==> src/rtl/cpu_defs.sv <==
// Shared CPU definitions: memory-sequencer state encoding and default wait-state timeout.
package cpu_defs;

    typedef logic [2:0] mem_state_t;

    localparam mem_state_t ST_IDLE    = 3'd0;
    localparam mem_state_t ST_ADDR    = 3'd1;
    localparam mem_state_t ST_RD_WAIT = 3'd2;
    localparam mem_state_t ST_WR_WAIT = 3'd3;
    localparam mem_state_t ST_DONE    = 3'd4;
    localparam mem_state_t ST_ERR     = 3'd5;

    localparam int MEM_TIMEOUT_DEFAULT = 15;

endpackage

==> src/rtl/mem_access_ctrl.sv <==
// Memory access sequencer: drives MAR/MDR enables and memory strobes for one
// read or write at a time, with wait states and an optional timeout abort.
module mem_access_ctrl
    import cpu_defs::*;
#(
    parameter int TIMEOUT = MEM_TIMEOUT_DEFAULT
) (
    input  logic clk,
    input  logic rst,
    input  logic sclr,
    input  logic req,
    input  logic we,
    input  logic mem_ready,
    output logic busy,
    output logic done,
    output logic err,
    output logic mar_en,
    output logic mdr_en,
    output logic mdr_alu_n,
    output logic mem_rd,
    output logic mem_wr
);

    localparam int CW = (TIMEOUT > 0) ? (($clog2(TIMEOUT + 1) > 1) ? $clog2(TIMEOUT + 1) : 1) : 1;
    localparam logic [CW-1:0] CNT_TERM = (TIMEOUT > 0) ? CW'(TIMEOUT - 1) : '0;
    localparam logic [CW-1:0] CNT_MAX  = '1;
    localparam logic          TO_EN    = (TIMEOUT != 0);

    mem_state_t    state_reg, state_next;
    logic [CW-1:0] cnt_reg, cnt_next;
    logic          we_q, we_next;

    always_ff @(posedge clk or negedge rst) begin
        if (!rst) begin
            state_reg <= ST_IDLE;
            cnt_reg   <= '0;
            we_q      <= 1'b0;
        end else begin
            state_reg <= state_next;
            cnt_reg   <= cnt_next;
            we_q      <= we_next;
        end
    end

    always_comb begin
        state_next = state_reg;
        cnt_next   = cnt_reg;
        we_next    = we_q;
        if (sclr) begin
            state_next = ST_IDLE;
            cnt_next   = '0;
            we_next    = 1'b0;
        end else begin
            case (state_reg)
                ST_IDLE: begin
                    if (req) begin
                        we_next    = we;
                        state_next = ST_ADDR;
                    end
                end
                ST_ADDR: begin
                    cnt_next   = '0;
                    state_next = we_q ? ST_WR_WAIT : ST_RD_WAIT;
                end
                ST_RD_WAIT, ST_WR_WAIT: begin
                    // Ready beats the terminal count when both land in the same cycle.
                    if (mem_ready) begin
                        state_next = ST_DONE;
                    end else if (TO_EN && (cnt_reg == CNT_TERM)) begin
                        state_next = ST_ERR;
                    end else if (cnt_reg != CNT_MAX) begin
                        cnt_next = cnt_reg + CW'(1);
                    end
                end
                ST_DONE: state_next = ST_IDLE;
                ST_ERR:  state_next = ST_IDLE;
                default: state_next = ST_IDLE;
            endcase
        end
    end

    always_comb begin
        busy      = 1'b0;
        done      = 1'b0;
        err       = 1'b0;
        mar_en    = 1'b0;
        mdr_en    = 1'b0;
        mdr_alu_n = 1'b0;
        mem_rd    = 1'b0;
        mem_wr    = 1'b0;
        case (state_reg)
            ST_ADDR: begin
                busy   = 1'b1;
                mar_en = 1'b1;
                mdr_en = we_q;
            end
            ST_RD_WAIT: begin
                busy   = 1'b1;
                mem_rd = 1'b1;
                // Capture read data on the leaving edge; an abort must not load the MDR.
                mdr_en = mem_ready && !sclr;
            end
            ST_WR_WAIT: begin
                busy   = 1'b1;
                mem_wr = 1'b1;
            end
            ST_DONE: begin
                done      = 1'b1;
                mdr_alu_n = !we_q;
            end
            ST_ERR: begin
                err = 1'b1;
            end
            default: ;
        endcase
    end

endmodule

==> config.mk <==
export PLATFORM = sky130hd
export DESIGN_NAME = mem_access_ctrl
export DESIGN_NICKNAME = d
export VERILOG_FILES = /design/src/rtl/cpu_defs.sv /design/src/rtl/mem_access_ctrl.sv
export SDC_FILE = /design/constraint.sdc
export NUM_CORES = 1
export LEC_CHECK = 0
export BUFFER_PORTS_ARGS = -buffer_cell sky130_fd_sc_hd__buf_2
export CAP_MARGIN = 20
export CORE_AREA = 2 2 39 41
export CTS_BUF_LIST = sky130_fd_sc_hd__clkbuf_4 sky130_fd_sc_hd__clkbuf_8 sky130_fd_sc_hd__clkbuf_16
export DETAILED_ROUTE_END_ITERATION = 16
export DIE_AREA = 0 0 41 43
export PLACE_DENSITY = 0.7
export SETUP_SLACK_MARGIN = 0.3
export SLEW_MARGIN = 5
export SYNTH_ARGS = -nofsm -noshare
export SYNTH_HDL_FRONTEND = slang
export SYNTH_SLANG_ARGS = --single-unit
==> constraint.sdc <==
create_clock -name clk -period 2.9 [get_ports clk]
set_input_delay 0.435 -clock clk [delete_from_list [all_inputs] [get_ports clk]]
set_output_delay 0.435 -clock clk [all_outputs]
set_load 0.02 [all_outputs]
==> results of run 1 <==
cells in the final DEF, fill, tap and decap left out, drive strengths merged:
cell / instances
o211a: 1
a31o: 2
o21a: 1
mux2i: 2
nor4b: 1
and2: 2
buf: 13
a211oi: 1
ha: 2
nor4bb: 1
a2111oi: 1
or3b: 2
and3: 1
or2b: 1
o211ai: 3
dfrtp: 8
nor2: 5
o21ai: 1
nor3: 1
and2b: 1
inv: 4
clkbuf: 3
nand3: 2
a21oi: 4
nor2b: 1
a31oi: 4
or3: 3
worst max-delay path: cells and delay by family (launching register included):
kind,cells,cell delay [ns]
buffers and inverters,2,0.22
DFF,1,0.51
and+or+nand+nor,1,0.55
worst paths after layout:
check | to | cells past startpoint | slack, ns | startpoint
max | mar_en | 3 | 0.92 | state_reg[0]
min | state_reg[2] | 1 | 0.004 | rst
max in group asynchronous | state_reg[1] | 1 | 2.73 | rst
max reg2reg | cnt_reg[3] | 3 | 1.29 | state_reg[2]
min in group clk | we_q | 3 | 0.42 | we
min reg2reg | we_q | 2 | 0.59 | we_q
kinds of logic (layout without fill, tap and decap cells):
| kind of cell | Yosys count | count (layout) |
|---|---|---|
| flip-flops | 8 | 8 |
| AND/OR/NAND/NOR | 21 | 21 |
| adder cells (fa/ha/maj) | 2 | 2 |
| buffers and inverters | 9 | 20 |
| multiplexers | 2 | 2 |
| AO/OA/AOI/OAI | 18 | 18 |
per-stage QoR:
step / utilization / worst slack (ns) / hold WS, ns / instances / power [mW]
after global routing: 0.452 / 0.857 / 0.0180 / 87 / 0.288
after global placement: 0.436 / 1.23 / 0.290 / 84 / 0.183
after CTS: 0.452 / 0.921 / 0.00752 / 87 / 0.275
after detailed placement: 0.436 / 1.20 / 0.292 / 84 / 0.184
after floorplan: - / 1.26 / 0.139 / 60 / 0.168
final: 0.452 / 0.916 / 0.00414 / 87 / 0.274
per-layer routing:
layer  vias to the layer above  track usage  share of wire
li1                        244            -              -
met1                       230        0.208           0.46
met2                        15        0.231           0.46
met3                         2       0.0471          0.063
met4                         0       0.0800          0.014
met5                         -            0              0
power by group through the flow:
stage	registers, mW	logic (mW)	clock network [mW]
2_1_floorplan	0.122	0.0460	0
3_3_place_gp	0.128	0.0556	0
3_5_place_dp	0.128	0.0561	0
4_1_cts	0.126	0.0566	0.0926
5_1_grt	0.127	0.0629	0.0975
6_report	0.126	0.0557	0.0917
final cells by class:
class | instances | area [um2]
fill | 150 | 758
multi-input combinational | 43 | 303
sequential | 8 | 200
timing repair buffer | 13 | 65.1
clock buffer | 3 | 22.5
tap | 16 | 20.0
inverter | 4 | 15.0
==> results_dict.tcl, run 1 <==
set metrics [dict create \
    yosys_warnings 0 \
    syn_inst 60 \
    synth_edf_count 0 \
    netlist_top_cells_area "dfrtp_1 37%, a31oi_1 4.6%, ha_1 4.6%" \
    cts-root-buf "clkbuf_4" \
    crit_fanout 10 \
    ant_nets 0 \
    vias 491 \
    cts_made_buffers 3 \
    cts_sinks 8 \
    synthAdderAreaFrac 0.0458 \
    grt_setup_unrepaired "false" \
    netSwitchingPower_mw 0.0858 \
    slew_violations 0 \
    finalWirelength_um 1160 \
    track_usage 0.160 \
    io_buffers 13 \
    synthDistinctLibCells 31 \
    nets 81 \
    ys_ff_latch 8 \
    critPathLaunchType "register" \
    synth_common_cells "8 x dfrtp_1, 5 x nor2_1, 4 x a21oi_1, 4 x a31oi_1, 4 x inv_1" \
    synth.area.mux_share 0.0366 \
    cts_buffer_depth 2 \
    netlist.area_leader.share 0.366 \
    arrival_ns 1.55 \
    post_drt_wl_per_cell_um 13.4 \
    cpMaxStageDelayCell "or3b_2" \
    synth.avg_cell_area_um2 9.11 \
    slew_headroom 0.766 \
    p_int_mw 0.188 \
    rows 14 \
    postCtsSetupBuffers 0 \
    finalWeightedCongestion 0.748 \
    syn-cell-area_um2 547 \
    critPathKind "reg2out" \
    drc 0 \
    p_clk_frac 0.335 \
    insertion_delay_ns 0.26 \
    die_w_um 41 \
    post-route-period-util 0.684 \
    synth_top_cell_by_area "dfrtp_1" \
    power.leakage_nw 0.319 \
    cts_resized 0 \
    drt-initial-drc-count 1 \
    initial_core_util 0.395 \
    grt_pass1_vias 447 \
    dieArea_um2 1760 \
    critPathCaptureType "output port" \
    ir_drop_mv 0.182 \
    firstDrtPassIters 2 \
    worstHoldPathType "in2async" \
    grt_max_degree 11 \
    synthXorXnorAreaFrac 0 \
    drive_above_1_share 0.324 \
    power_density_nw_per_um2 437 \
    tightest_slew_ns 0.347 \
    synth_most_common_cell "dfrtp_1" \
    pwr-share-seq 0.461 \
    outcome "finished clean" \
    synth_nets 68 \
    largest_register_ffs 4 \
    overflow 0 \
    hold_viol_final 0 \
    antenna_found_initial 0 \
    cts-htree-levels 1 \
    skew_ns 0.00241 \
    placed_cell_area_um2 603 \
    synth-main-ff-cell "dfrtp_1" \
    p_comb_frac 0.204 \
    grt_pass1_wl_um 1870 \
    holdBufCountCts 0 \
    synth_compound_area_frac 0.227 \
    final_cell_area_um2 626 \
    max_freq_mhz 504 \
    avgViaCountPerCell 5.64 \
    diodes 0 \
    seq_area_frac_synth 0.366 \
    ys_async_sr_fraction 1.00 \
    die_y_um 43 \
    period_needed_ns 1.98 \
    synth_top_family_by_area "simple AND/OR/NAND/NOR gates" \
    worstPathCellList "or3b_2 -> inv_1 -> buf_2" \
    synth-simple-area-share 0.245 \
    path_clk_slew_ns 0.06 \
    areaGrowthSynthToFinish_pct 14.4 \
    core_um2 1380 \
    dp.final_hpwl_um 829 \
    required_ns 2.47 \
    switching_share 0.313 \
    crit_path_max_incr_delay_ns 0.55 \
    num_io_pins 14 \
    finalSetupTns_ns 0 \
    cap_violations 0 \
    setup_viol 0 \
    cts_tree "built" \
]
(Power assumes the default switching activity.)
==> inputs of run 2 (changes only) <==
--- a/config.mk
+++ b/config.mk
@@ -5,13 +5,14 @@
 export SDC_FILE = /design/constraint.sdc
 export NUM_CORES = 1
 export LEC_CHECK = 0
+export ABC_AREA = 1
 export BUFFER_PORTS_ARGS = -buffer_cell sky130_fd_sc_hd__buf_2
 export CAP_MARGIN = 20
 export CORE_AREA = 2 2 39 41
 export CTS_BUF_LIST = sky130_fd_sc_hd__clkbuf_4 sky130_fd_sc_hd__clkbuf_8 sky130_fd_sc_hd__clkbuf_16
 export DETAILED_ROUTE_END_ITERATION = 16
 export DIE_AREA = 0 0 41 43
-export PLACE_DENSITY = 0.7
+export PLACE_DENSITY = 0.73
 export SETUP_SLACK_MARGIN = 0.3
 export SLEW_MARGIN = 5
 export SYNTH_ARGS = -nofsm -noshare
==> constraint.sdc (replaced) <==
create_clock -name clk -period 2 [get_ports clk]
set_input_delay 0.3 -clock clk [delete_from_list [all_inputs] [get_ports clk]]
set_output_delay 0.3 -clock clk [all_outputs]
set_load 0.02 [all_outputs]
==> run 2 against run 1 <==
  * Sequential share of layout area decreased by 3.5 points
  * Hold slack improved by 0.28 ns
  * Critical path depth increased by 1
  * Wire length increased by 6.8%
  * Final area increased by 12%
  * Largest power group is now combinational cells
  * Worst setup slack got worse by 0.58 ns
  * Register-to-register slack got worse by 0.61 ns
  * Power increased to 2.8 times the previous value
  * Via count increased by 19%
  * Sequential power increased by 100%
==> results_dict.tcl, run 2 <==
set metrics [dict create \
    netlist_top_cells_area "dfrtp_1 34%, nand2_1 13%, nand3_1 10%" \
    r2r_start "cnt_reg[0]" \
    areaGrowthSynthToFinish_pct 21.1 \
    rows 14 \
    synth_most_common_cell "nand2_1" \
    drt-initial-drc-count 11 \
    cts_made_buffers 3 \
    synth-main-ff-cell "dfrtp_1" \
    r2r_end "cnt_reg[0]" \
    grt_pass1_vias 548 \
    drive_above_1_share 0.297 \
    required_ns 1.70 \
    grt_pass1_wl_um 2060 \
    yosys_warnings 0 \
    antenna_found_initial 0 \
    diodes 0 \
    final_common_cell "nand2_1" \
    finalWeightedCongestion 0.782 \
    cts-htree-levels 1 \
    ant_nets 0 \
    max_freq_mhz 602 \
    drc 0 \
    skew_ns 0.0123 \
    ys_ff_latch 8 \
    cts-root-buf "clkbuf_4" \
    grt_setup_unrepaired "true" \
    synth_common_cells "20 x nand2_1, 12 x nand3_1, 10 x nor2_1, 9 x inv_1, 8 x dfrtp_1" \
    avgViaCountPerCell 5.01 \
    overflow 0 \
    crit_fanout 7 \
    dpl.cell_count 113 \
    largest_register_ffs 4 \
    synth_nets 92 \
    syn-cell-area_um2 581 \
    grt_max_degree 9 \
    hp-start "we" \
    whs_endpoint "we_q" \
    cp-startpoint "state_reg[2]" \
    critPathLaunchType "register" \
    initial_core_util 0.420 \
    slew_violations 0 \
    finalWirelength_um 1240 \
    die_w_um 41 \
    io_buffers 13 \
    critPathKind "reg2out" \
    hold_viol_final 0 \
    ir_drop_mv 0.490 \
    dp.final_hpwl_um 1030 \
    synth_top_cell_by_area "dfrtp_1" \
    critPathCaptureType "output port" \
    layout.cells.non_filler 117 \
    arrival_ns 1.36 \
    syn_inst 84 \
    fillerInstances 141 \
    cts_sinks 8 \
    dieArea_um2 1760 \
    die_y_um 43 \
    reg2reg_depth 8 \
    slew_headroom 0.828 \
    finalSetupTns_ns 0 \
    post-route-period-util 0.831 \
    worstHoldPathType "in2reg" \
    final_cell_mix "20 x nand2_1, 13 x buf_2, 12 x nand3_1, 10 x nor2_1, 9 x inv_1" \
    vias 586 \
    path_clk_slew_ns 0.06 \
    cts_buffer_depth 2 \
    cap_violations 0 \
    nets 111 \
    num_io_pins 14 \
    track_usage 0.169 \
    insertion_delay_ns 0.25 \
    power.leakage_nw 0.406 \
    synthDistinctLibCells 17 \
    setup_viol 0 \
    fin_total_pwr_mw 0.764 \
    core_um2 1380 \
    firstDrtPassIters 4 \
    outcome "finished clean" \
    postCtsSetupBuffers 0 \
    seq_area_frac_synth 0.345 \
    period_needed_ns 1.66 \
    r2r_slack_ns 0.68 \
    tightest_slew_ns 0.258 \
    synth_edf_count 0 \
    netlist.area_leader.share 0.345 \
    ys_async_sr_fraction 1.00 \
    min_path_cells 3 \
    post_drt_wl_per_cell_um 10.6 \
    cts_tree "built" \
    synth.avg_cell_area_um2 6.91 \
    power_density_nw_per_um2 1090 \
]
## run 2: power breakdown
part | internal [mW] | switching, mW | total [mW]
sequential | 0.194 | 0.0605 | 0.255
combinational | 0.129 | 0.260 | 0.388
clock | 0.0685 | 0.0526 | 0.121
## run 2: metal layers
layer | share of wire | track usage | vias up
met5 | 0 | 0 | -
met4 | 0 | 0.0400 | 0
met3 | 0.046 | 0.0471 | 0
met2 | 0.52 | 0.291 | 12
met1 | 0.43 | 0.196 | 270
li1 | - | - | 304
## run 2: final cells by class
| type | instances | area [um2] | share of cell area |
|---|---|---|---|
| clock buffers | 3 | 22.5 | 0.0320 |
| well taps | 16 | 20.0 | 0.0285 |
| inverters | 14 | 52.6 | 0.0747 |
| flip-flops and latches | 8 | 200 | 0.285 |
| multi-input cells | 62 | 333 | 0.473 |
| repair buffers | 14 | 75.1 | 0.107 |
## run 2: repair_timing
item,in CTS,in global routing
resized for setup,0,1
hold buffers,1,0
endpoints found under the setup margin,0,2
hold endpoints to repair,8,0
## run 2: critical path: stages, from the launching register on
cell and delay, ns:
dfrtp_1 0.43, nor2_2 0.15, nand2_2 0.12, o31ai_1 0.21, buf_2 0.20
## run 2: how the worst max path moves through the flow
stage / endpoint / slack [ns] / depth (start not counted)
CTS: mdr_en / 0.31 / 4
detailed placement: mdr_en / 0.58 / 4
global placement: mdr_en / 0.64 / 4
finish: mdr_en / 0.34 / 4
floorplan: mdr_en / 0.48 / 3
global route: mem_wr / 0.26 / 5
## run 2: per-stage QoR
| step | setup slack [ns] | util | hold WS, ns | cell area (um2) |
|---|---|---|---|---|
| after global routing | 0.263 | 0.508 | 0.290 | 703 |
| after detailed placement | 0.579 | 0.481 | 0.156 | 666 |
| after CTS | 0.308 | 0.505 | 0.288 | 698 |
| final | 0.338 | 0.508 | 0.285 | 703 |
| after global placement | 0.642 | 0.481 | 0.156 | 666 |
| after floorplan | 0.478 | - | 0.00441 | 581 |
## run 2: kinds of logic (layout without fill, tap and decap cells)
logic type	after synthesis	after routing	synth area share
AND/OR/NAND/NOR	56	56	0.481
buffers and inverters	14	31	0.0905
flip-flops	8	8	0.345
AO/OA/AOI/OAI	4	4	0.0410
adder cells (fa/ha/maj)	2	2	0.0431
